**config.mk**
```make
export PLATFORM = sky130hd
export DESIGN_NAME = hiscore_ctrl
export DESIGN_NICKNAME = d
export VERILOG_FILES = /design/src/rtl/hiscore_ctrl.sv
export SDC_FILE = /design/constraint.sdc
export NUM_CORES = 2
export LEC_CHECK = 0
export ABC_AREA = 0
export BUFFER_PORTS_ARGS = -buffer_cell sky130_fd_sc_hd__buf_2
export CAP_MARGIN = 20
export CORE_MARGIN = 2
export CORE_UTILIZATION = 49
export DETAILED_ROUTE_END_ITERATION = 8
export HOLD_SLACK_MARGIN = 0.02
export SETUP_SLACK_MARGIN = 0.2
export SLEW_MARGIN = 20
export SYNTH_ARGS = -nofsm -noshare
export SYNTH_HDL_FRONTEND = slang
export SYNTH_SLANG_ARGS = --single-unit
```
**constraint.sdc**
```tcl
create_clock -name clk -period 17.7 [get_ports clk]
set_clock_uncertainty 0.1 [all_clocks]
set_input_delay 1.77 -clock clk [delete_from_list [all_inputs] [get_ports clk]]
set_output_delay 1.77 -clock clk [all_outputs]
set_load 0.03 [all_outputs]
```
**src/rtl/hiscore_ctrl.sv**
```systemverilog
// High-score save/restore controller between the HPS ioctl interface and a spare game RAM port.
// Optional HISCORE_PAUSE_EN: hold the game CPU while the shared RAM port is in use.
module hiscore_ctrl #(
  parameter int unsigned ENTRY_AW     = 4,
  parameter int unsigned DATA_AW      = 8,
  parameter int unsigned RAM_AW       = 10,
  parameter logic [7:0]  CFG_INDEX    = 8'd3,
  parameter logic [7:0]  DATA_INDEX   = 8'd4,
  parameter logic [23:0] DELAY_CYCLES = 24'h7FFFF
) (
  input  logic              clk,
  input  logic              reset_n,
  input  logic              ioctl_download,
  input  logic              ioctl_upload,
  input  logic              ioctl_wr,
  input  logic [24:0]       ioctl_addr,
  input  logic [7:0]        ioctl_dout,
  input  logic [7:0]        ioctl_index,
  output logic [7:0]        ioctl_din,
  output logic [RAM_AW-1:0] ram_address,
  input  logic [7:0]        ram_din,
  output logic [7:0]        data_to_ram,
  output logic              ram_write,
  output logic              pause_cpu,
  output logic              restored,
  output logic              cfg_error
);

  localparam int unsigned NumEnt  = 2 ** ENTRY_AW;
  localparam int unsigned BufSize = 2 ** DATA_AW;
  localparam int unsigned CumW    = (ENTRY_AW + 9 > DATA_AW + 1) ? ENTRY_AW + 9 : DATA_AW + 1;

  typedef enum logic [2:0] {StIdle, StVstart, StVend, StDelay, StWrite, StDone} state_e;

  logic [RAM_AW-1:0] ent_addr_q  [NumEnt];
  logic [7:0]        ent_len_q   [NumEnt];
  logic [7:0]        ent_smark_q [NumEnt];
  logic [7:0]        ent_emark_q [NumEnt];
  logic [CumW-1:0]   cum_start_q [NumEnt];
  logic [7:0]        data_buf_q  [BufSize];
  logic [7:0]        buf_rdata_q;

  logic [ENTRY_AW:0]   num_ent_q;
  logic [ENTRY_AW-1:0] cum_idx_q;
  logic [CumW-1:0]     cum_acc_q;
  logic cfg_dl_q, data_dl_q, cfg_loaded_q, data_loaded_q, cfg_error_q, cum_busy_q;

  state_e st_q, st_d;
  logic [ENTRY_AW-1:0] ent_q, ent_d, up_ent_q, up_ent_d, ent_nxt, up_ptr, up_sel;
  logic [1:0]          cnt_q, cnt_d;
  logic [23:0]         delay_q, delay_d;
  logic [CumW-1:0]     off_q, off_d, cur_end, up_end;
  logic [RAM_AW-1:0]   ram_address_q, ram_address_d, cur_base;
  logic [7:0]          data_to_ram_q, data_to_ram_d, cur_len;
  logic                ram_write_q, ram_write_d, last_ent, upload_act;

  logic cfg_dl, data_dl, cfg_wr, data_wr, cfg_start, cfg_end, data_start, data_end;
  logic [ENTRY_AW-1:0] cfg_idx;
  logic [ENTRY_AW:0]   num_ent_cur;

  assign cfg_dl     = ioctl_download && (ioctl_index == CFG_INDEX);
  assign data_dl    = ioctl_download && (ioctl_index == DATA_INDEX);
  assign cfg_wr     = cfg_dl && ioctl_wr && (ioctl_addr[24:ENTRY_AW+3] == '0);
  assign data_wr    = data_dl && ioctl_wr && (ioctl_addr[24:DATA_AW] == '0);
  assign cfg_idx    = ioctl_addr[ENTRY_AW+2:3];
  assign cfg_start  = cfg_dl && !cfg_dl_q;
  assign cfg_end    = !cfg_dl && cfg_dl_q;
  assign data_start = data_dl && !data_dl_q;
  assign data_end   = !data_dl && data_dl_q;
  assign num_ent_cur = cfg_start ? '0 : num_ent_q;

  // Replace one big-endian address byte (lane 3 = MSB byte 0) within the RAM_AW-bit address.
  function automatic logic [RAM_AW-1:0] put_byte(input logic [RAM_AW-1:0] old,
                                                 input int lane, input logic [7:0] b);
    logic [RAM_AW-1:0] r;
    r = old;
    for (int i = 0; i < RAM_AW; i++) begin
      if (i / 8 == lane) r[i] = b[i % 8];
    end
    return r;
  endfunction

  // Table and buffer storage: no reset, contents are only trusted once the loaded flags are set.
  always_ff @(posedge clk) begin
    if (cfg_wr) begin
      case (ioctl_addr[2:0])
        3'd0:    ent_addr_q[cfg_idx]  <= put_byte(ent_addr_q[cfg_idx], 3, ioctl_dout);
        3'd1:    ent_addr_q[cfg_idx]  <= put_byte(ent_addr_q[cfg_idx], 2, ioctl_dout);
        3'd2:    ent_addr_q[cfg_idx]  <= put_byte(ent_addr_q[cfg_idx], 1, ioctl_dout);
        3'd3:    ent_addr_q[cfg_idx]  <= put_byte(ent_addr_q[cfg_idx], 0, ioctl_dout);
        3'd4:    ent_len_q[cfg_idx]   <= ioctl_dout;
        3'd5:    ent_smark_q[cfg_idx] <= ioctl_dout;
        3'd6:    ent_emark_q[cfg_idx] <= ioctl_dout;
        default: ;
      endcase
    end
    if (cum_busy_q) cum_start_q[cum_idx_q] <= cum_acc_q;
    if (data_wr) data_buf_q[ioctl_addr[DATA_AW-1:0]] <= ioctl_dout;
    buf_rdata_q <= data_buf_q[off_d[DATA_AW-1:0]];
  end

  always_ff @(posedge clk) begin
    if (!reset_n) begin
      num_ent_q     <= '0;
      cum_idx_q     <= '0;
      cum_acc_q     <= '0;
      cfg_dl_q      <= 1'b0;
      data_dl_q     <= 1'b0;
      cfg_loaded_q  <= 1'b0;
      data_loaded_q <= 1'b0;
      cfg_error_q   <= 1'b0;
      cum_busy_q    <= 1'b0;
      st_q          <= StIdle;
      ent_q         <= '0;
      up_ent_q      <= '0;
      cnt_q         <= '0;
      delay_q       <= '0;
      off_q         <= '0;
      ram_address_q <= '0;
      data_to_ram_q <= '0;
      ram_write_q   <= 1'b0;
    end else begin
      cfg_dl_q  <= cfg_dl;
      data_dl_q <= data_dl;
      if (cfg_start) begin
        cfg_loaded_q <= 1'b0;
        cfg_error_q  <= 1'b0;
        cum_busy_q   <= 1'b0;
        cum_acc_q    <= '0;
      end else if (cfg_end) begin
        cum_acc_q <= '0;
        cum_idx_q <= '0;
        if (num_ent_q == '0) cfg_loaded_q <= 1'b1;
        else                 cum_busy_q   <= 1'b1;
      end else if (cum_busy_q) begin
        // Serial prefix sum: one entry per cycle, total length left in cum_acc_q.
        cum_acc_q <= cum_acc_q + CumW'(ent_len_q[cum_idx_q]);
        cum_idx_q <= cum_idx_q + 1'b1;
        if ({1'b0, cum_idx_q} == num_ent_q - 1'b1) begin
          cum_busy_q   <= 1'b0;
          cfg_loaded_q <= 1'b1;
          cfg_error_q  <= (cum_acc_q + CumW'(ent_len_q[cum_idx_q])) > CumW'(BufSize);
        end
      end
      if (cfg_wr && ({1'b0, cfg_idx} >= num_ent_cur)) num_ent_q <= {1'b0, cfg_idx} + 1'b1;
      else if (cfg_start) num_ent_q <= '0;
      if (data_start)    data_loaded_q <= 1'b0;
      else if (data_end) data_loaded_q <= 1'b1;
      st_q          <= st_d;
      ent_q         <= ent_d;
      up_ent_q      <= up_ent_d;
      cnt_q         <= cnt_d;
      delay_q       <= delay_d;
      off_q         <= off_d;
      ram_address_q <= ram_address_d;
      data_to_ram_q <= data_to_ram_d;
      ram_write_q   <= ram_write_d;
    end
  end

  assign cur_base   = ent_addr_q[ent_q];
  assign cur_len    = ent_len_q[ent_q];
  assign cur_end    = cum_start_q[ent_q] + CumW'(cur_len);
  assign ent_nxt    = ent_q + 1'b1;
  assign last_ent   = ({1'b0, ent_q} == num_ent_q - 1'b1);
  assign upload_act = ioctl_upload && (st_q != StWrite);
  assign up_ptr     = (ioctl_addr == '0) ? '0 : up_ent_q;
  assign up_end     = cum_start_q[up_ptr] + CumW'(ent_len_q[up_ptr]);
  assign up_sel     = (ioctl_addr >= 25'(up_end)) ? up_ptr + 1'b1 : up_ptr;

  always_comb begin
    st_d          = st_q;
    ent_d         = ent_q;
    up_ent_d      = up_ent_q;
    cnt_d         = cnt_q;
    delay_d       = delay_q;
    off_d         = off_q;
    ram_address_d = ram_address_q;
    data_to_ram_d = data_to_ram_q;
    ram_write_d   = 1'b0;
    if (cfg_start || data_start) begin
      st_d  = StIdle;
      cnt_d = '0;
    end else if (upload_act) begin
      up_ent_d      = up_sel;
      ram_address_d = ent_addr_q[up_sel] + RAM_AW'(ioctl_addr - 25'(cum_start_q[up_sel]));
      // The address was stolen; cnt 2 reloads the validation address once upload ends.
      if (st_q == StVstart || st_q == StVend) cnt_d = 2'd2;
    end else begin
      unique case (st_q)
        StIdle: begin
          if (cfg_loaded_q && data_loaded_q && !cfg_error_q && num_ent_q != '0) begin
            st_d          = StVstart;
            ent_d         = '0;
            cnt_d         = '0;
            ram_address_d = ent_addr_q[0];
          end
        end
        StVstart: begin
          if (cur_len == '0) begin
            if (last_ent) begin
              st_d    = StDelay;
              delay_d = DELAY_CYCLES;
            end else begin
              ent_d         = ent_nxt;
              cnt_d         = '0;
              ram_address_d = ent_addr_q[ent_nxt];
            end
          end else if (cnt_q == 2'd2) begin
            ram_address_d = cur_base;
            cnt_d         = '0;
          end else if (cnt_q == 2'd0) begin
            cnt_d = 2'd1;
          end else begin
            cnt_d = '0;
            if (ram_din == ent_smark_q[ent_q]) begin
              st_d          = StVend;
              ram_address_d = cur_base + RAM_AW'(cur_len) - 1'b1;
            end
          end
        end
        StVend: begin
          if (cnt_q == 2'd2) begin
            ram_address_d = cur_base + RAM_AW'(cur_len) - 1'b1;
            cnt_d         = '0;
          end else if (cnt_q == 2'd0) begin
            cnt_d = 2'd1;
          end else begin
            cnt_d = '0;
            if (ram_din == ent_emark_q[ent_q] && last_ent) begin
              st_d    = StDelay;
              delay_d = DELAY_CYCLES;
            end else if (ram_din == ent_emark_q[ent_q]) begin
              st_d          = StVstart;
              ent_d         = ent_nxt;
              ram_address_d = ent_addr_q[ent_nxt];
            end else begin
              st_d          = StVstart;
              ram_address_d = cur_base;
            end
          end
        end
        StDelay: begin
          if (delay_q == '0) begin
            st_d  = StWrite;
            ent_d = '0;
            off_d = '0;
          end else begin
            delay_d = delay_q - 1'b1;
          end
        end
        StWrite: begin
          if (off_q == cum_acc_q) begin
            st_d = StDone;
          end else if (off_q >= cur_end) begin
            ent_d = ent_nxt;  // zero-length entry: one bubble, buffer offset unchanged
          end else begin
            ram_write_d   = 1'b1;
            ram_address_d = cur_base + RAM_AW'(off_q - cum_start_q[ent_q]);
            data_to_ram_d = buf_rdata_q;
            off_d         = off_q + 1'b1;
            if (off_q + 1'b1 == cur_end) ent_d = ent_nxt;
          end
        end
        StDone: ;
        default: st_d = StIdle;
      endcase
    end
  end

`ifdef HISCORE_PAUSE_EN
  logic pause_q;
  always_ff @(posedge clk) begin
    if (!reset_n) pause_q <= 1'b0;
    else pause_q <= (st_q == StVstart) || (st_q == StVend) || (st_q == StWrite) || ioctl_upload;
  end
  assign pause_cpu = pause_q;
`else
  assign pause_cpu = 1'b0;
`endif

  assign ram_address = ram_address_q;
  assign data_to_ram = data_to_ram_q;
  assign ram_write   = ram_write_q;
  assign restored    = (st_q == StDone);
  assign cfg_error   = cfg_error_q;
  assign ioctl_din   = cfg_error_q ? 8'hFF : ram_din;

endmodule

```
======== After elaboration in Yosys (flattened, before gate mapping) ========
Memories as Yosys holds them, arrays and structs flattened. A register that Yosys moved wholly into a read port is not among the register bits.
Cells that the tools add are included.
storage, ports and cells
  register bits after elaboration ......... 97
  memory bits (writable) .................. 2800
  bits of input ports ..................... 54
  memories kept ........................... 6
cells by class
  add/sub/neg operators ................... 16
  order comparisons ....................... 4
  eq/ne operators ......................... 55
  mux-type cells .......................... 137
  bitwise operators ....................... 14
  reductions and logical operators ........ 60
memory list
  name         depth  bits a word  read ports  clocked after memory_dff  wr ports  RTL line  RTL
  data_buf_q   256    8            1           1                         1         40        logic [7:0] data_buf_q [BufSize];
  cum_start_q  16     13           3           1                         1         39        logic [CumW-1:0] cum_start_q [NumEnt];
  ent_addr_q   16     10           4           1                         1         35        logic [RAM_AW-1:0] ent_addr_q [NumEnt];
  ent_emark_q  16     8            1           1                         1         38        logic [7:0] ent_emark_q [NumEnt];
  ent_len_q    16     8            3           2                         1         36        logic [7:0] ent_len_q [NumEnt];
  ent_smark_q  16     8            1           1                         1         37        logic [7:0] ent_smark_q [NumEnt];
operator list
  kind                                                                  number
  24-bit two-way mux                                                    6
  10-bit two-way mux                                                    14
  4-bit two-way mux                                                     27
  24-bit case mux with 3 select lines                                   1
  1-bit two-way mux                                                     56
  8-bit two-way mux                                                     5
  10-bit case mux with 4 select lines                                   1
  13-bit by 8-bit adder with 13-bit output                              3
  13-bit two-way mux                                                    3
  3-bit two-way mux                                                     10
  13-bit equality test                                                  2
  13-bit case mux with 2 select lines                                   1
  25-bit by 13-bit greater-or-equal comparator with 1-bit output        1
  25-bit logical NOT                                                    1
  24-bit logical NOT                                                    1
  2-bit != test, second input constant                                  12
  3-bit != test, second input constant                                  8
  24-bit by 1-bit subtractor with 24-bit output, second input constant  1
  10-bit adder                                                          2
  4-bit case mux with 5 select lines                                    1
  10-bit subtractor                                                     2
  18-bit logical NOT                                                    1
  3-bit case mux with 6 select lines                                    1
  17-bit logical NOT                                                    1
  51 further kinds                                                      125

======== Longest topological paths before layout ========
  depth in word-level cells ............... 10
  mapped depth ............................ 56
  mapped depth without buffers ............ 48

======== Worst setup path before layout ========
OpenSTA, ideal clock, no wires.
  kind .................................... input-to-reg
  start ................................... in ioctl_addr[1]
  end ..................................... reg ram_address_q[9], in the netlist ram_address[9]
  arrival ................................. 13.419 ns
  required time ........................... 17.481 ns
  path slack .............................. 4.062 ns
  cell stages on the path ................. 51
  buffers on the path ..................... 8
  cell sequence ........................... clkbuf_1 or4_1 or4b_4 nor3_2 nand2b_1 buf_4 buf_2 clkbuf_1 buf_1 nand2_1 a311oi_1 a311oi_1 a31oi_1 ha_1 inv_1 fa_1 inv_1 a21oi_1 [15 not listed] buf_2 buf_2 mux4_2 mux4_2 fa_1 ha_1 a21o_1 a21o_1 a21o_1 a21oi_1 o21bai_1 a21oi_1 o21bai_1 a21oi_1 xnor2_1 xnor2_1 mux2_2 o221a_1
on the way
  longest elaborated chain between the ends .. 10
  elaborated cells between the ends (all ways) .. 12
RTL lines
  what                                                            RTL line  RTL
  start: declaration                                              16        input logic [24:0] ioctl_addr,
  25-bit logical NOT                                              167       assign up_ptr = (ioctl_addr == '0) ? '0 : up_ent_q;
  4-bit two-way mux                                               167
  memory 16 x 13 bit / memory 16 x 8 bit (equally long branches)  --
  13-bit by 8-bit adder with 13-bit output                        168       assign up_end = cum_start_q[up_ptr] + CumW'(ent_len_q[up_ptr]);
  25-bit by 13-bit greater-or-equal comparator with 1-bit output  169       assign up_sel = (ioctl_addr >= 25'(up_end)) ? up_ptr + 1'b1 : up_ptr;
  4-bit two-way mux                                               169
  memory 16 x 13 bit                                              --
  10-bit subtractor                                               186       ram_address_d = ent_addr_q[up_sel] + RAM_AW'(ioctl_addr - 25'(cum_start_q[up_sel]));
  10-bit adder (*)                                                186
  10-bit two-way mux (*)                                          184       end else if (upload_act) begin
  end signal: assignment                                          155       ram_address_q <= ram_address_d;
  end: declaration                                                53        logic [RAM_AW-1:0] ram_address_q, ram_address_d, cur_base;
Every way passes the cells marked *; elsewhere a longest branch is shown, timed or not.
A chain may end at the register's enable or synchronous reset.

======== Worst setup path after layout ========
  start ................................... in ioctl_addr[3]
  end ..................................... reg ram_address_q[9], in the netlist ram_address[9]
Same word-level chain as after synthesis.

==> flow_summary.json <==
{
  "outcome": "complete, no violations",
  "coreArea_um2": 257000,
  "clkSinkCount": 2913,
  "synthTopCellsByArea": "edfxtp_1, mux4_2, nand2_1",
  "area_delta_synth_final_pct": 11.2,
  "multi_input_area_um2": 38300,
  "ys.flop_type": "edfxtp_1",
  "ys_ff_latch": 2913,
  "maxCapViolCount": 0,
  "finalWeightedCongestion": 0.934,
  "holdWs_ns": 0.361,
  "synth_top_area_cell": "edfxtp_1",
  "wl_mm": 415,
  "die_h_um": 513,
  "syn_area_per_cell_um2": 13.8,
  "fin_util_pct": 54.9,
  "synth_async_sr_flop_share_pct": 0,
  "drt_iter0_drc": 12800,
  "fillers": 20700,
  "cts_buffers": 315,
  "fmax_mhz": 66.7,
  "tns_ns": 0,
  "synth_cells": 9204,
  "maxSlewViolCount": 0,
  "viasPerCell": 6.55,
  "hold_viol_final": 0,
  "wire_per_inst_um": 32.3,
  "max_stage_delay_ns": 0.84,
  "drt_pass1_iterations": 8,
  "cts_resized": 0,
  "setup_violations": 0,
  "cp.required_ns": 18.38,
  "pre_cts_slack_ns": 1.75,
  "yosysUniqueCellTypes": 93,
  "io_pins": 84,
  "drc_errors": 0,
  "htreeDepth": 5,
  "postLayoutCellArea_um2": 141000,
  "postCtsHoldBufs": 0,
  "synth-seq-area-share_pct": 67.9,
  "grt_pass1_wl_mm": 589,
  "cts_tree": "built",
  "fin_nets": 9399,
  "rows": 186,
  "overflow": 0,
  "start_kind": "input port",
  "yosysMostFrequentCell": "edfxtp_1",
  "p_leak_uw": 0.0470,
  "ant_nets": 0,
  "peakVddDrop_v": 0.0000795,
  "hold_class": "reg2reg",
  "period_needed_ns": 15.00,
  "syn_nets": 9385,
  "relSlewSlack_pct": 14.9,
  "regArea_um2": 86400,
  "path_max_fanout": 76,
  "synth.top_cells.by_count": "edfxtp_1, nand2_1, nand3_1",
  "crit_path_end_kind": "flip-flop",
  "track_usage_pct": 31.0,
  "critical_path_class": "in2reg",
  "vias": 84100,
  "cts_buffer_depth": 4,
  "crit_path_top_delay_cell": "nand2b_4",
  "root_buffer": "clkbuf_16",
  "rsz0062_at_grt": "false",
  "clkTransAtPathRegs_ns": 0.06,
  "worst_pin_slew_ns": 1.26,
  "placed_cell_area_um2": 131000,
  "grt_max_degree": 189,
  "yosysTopAreaCellShare_pct": 66.2,
  "syn_area_um2": 127000,
  "powerDensity_nw_per_um2": 106,
  "period_share_pct": 84.7,
  "synth_edf_count": 2800,
  "yosysWarnings": 0,
  "antenna_found_initial": 21,
  "post-cts-setup-buffers": 0,
  "start_util_pct": 49.4,
  "first_global_vias": 78700,
  "clk_latency_ns": 0.92,
  "die_w_um": 513,
  "cp_common_cell": "a21o_1",
  "setup_ws_ns": 2.70,
  "die_area_um2": 263000,
  "dp_hpwl_mm": 262,
  "portBuffers": 82,
  "arrival_ns": 15.67,
  "drive_above_1_share_pct": 13.1
}
[final cells by class]
cell class | count | area share (%)
diodes | 7 | 0.0124
multi-input cells | 5590 | 27.1
well taps | 3384 | 3.00
clock buffers | 405 | 5.96
repair buffers | 292 | 1.59
flip-flops and latches | 2913 | 61.1
clock inverters | 149 | 0.991
inverters | 106 | 0.281
[cell families (layout without fill, tap and decap cells)]
logic type / count (synthesis) / in the layout / synth area share [%]
and+or+nand+nor: 3634 / 3634 / 12.5
DFF: 2913 / 2913 / 67.9
AOI/OAI and AO/OA: 1006 / 1006 / 5.47
buffers and inverters: 701 / 952 / 2.25
muxes: 674 / 674 / 9.35
xor gates and xnor gates: 148 / 148 / 1.05
adders and majority gates: 127 / 127 / 1.38
other: 1 / 8 / 0.00295
[routing by layer]
layer	GRT usage, %	wire, µm
met1	45.3	166000
met2	46.1	184000
met3	6.98	49000
met4	10.7	16000
met5	0	118
[placed cells by master (no fill, tap or decap), types with 37 or more instances in the layout]
cell	netlist	routed
a21oi_1	267	263
a221oi_1	77	77
a22oi_1	45	45
a31oi_1	136	136
a32oi_1	94	94
and3_1	109	109
buf_2	139	74
buf_4	6	195
clkbuf_1	342	78
clkbuf_16	0	323
clkinv_1	0	55
clkinv_2	0	48
dfxtp_1	113	106
edfxtp_1	2800	2800
ha_1	105	104
inv_1	104	104
mux2i_1	255	254
mux4_2	410	410
nand2_1	1873	1872
nand3_1	673	667
nand4_1	149	149
nor2_1	521	503
nor3_1	100	93
nor4_1	43	37
o21ai_0	95	95
xnor2_1	93	91
xor2_1	52	51
[report_power, final]
part | total, µW | switching (µW) | internal [µW]
logic | 1020 | 702 | 315
clock network | 6400 | 2730 | 3680
registers | 7550 | 6.62 | 7550
total | 15000 | 3430 | 11500
[state kept, by name, indices dropped and copies added (netlist names), 13 cells and up, named ones only]
register and count:
delay_q 24, ent_len_q 128, ent_emark_q 128, ent_addr_q 160, cum_start_q 208, cum_acc_q 13, off_q 13, data_buf_q 2048
ent_smark_q 128
[final timing paths]
kind,start,end,slack [ns],cells after the start
worst min-delay path,data_to_ram[4],data_to_ram[4],0.36,2
worst max register to register,flip-flop,buf_rdata_q[5],5.36,28
worst max-delay path,ioctl_addr[3],ram_address[9],2.70,47
worst min register to register,data_to_ram[4],data_to_ram[4],0.36,2
[stage by stage]
step | std cells | total power [µW]
after detailed placement | 12300 | 8700
after global routing | 12800 | 15400
after floorplan | 9204 | 8320
final | 12800 | 15000
after global placement | 12300 | 8680
after CTS | 12800 | 15000
[critical path, delay by kind of cell]
family                   cells  cell delay (ns)
AND/OR/NAND/NOR             11             4.61
AO/OA/AOI/OAI               18             2.93
buffers and inverters        6             1.87
adder cells (fa/ha/maj)      5             1.78
XOR/XNOR                     4             1.16
multiplexers                 3             1.43
No activity file was read; power rests on OpenSTA's default activity.
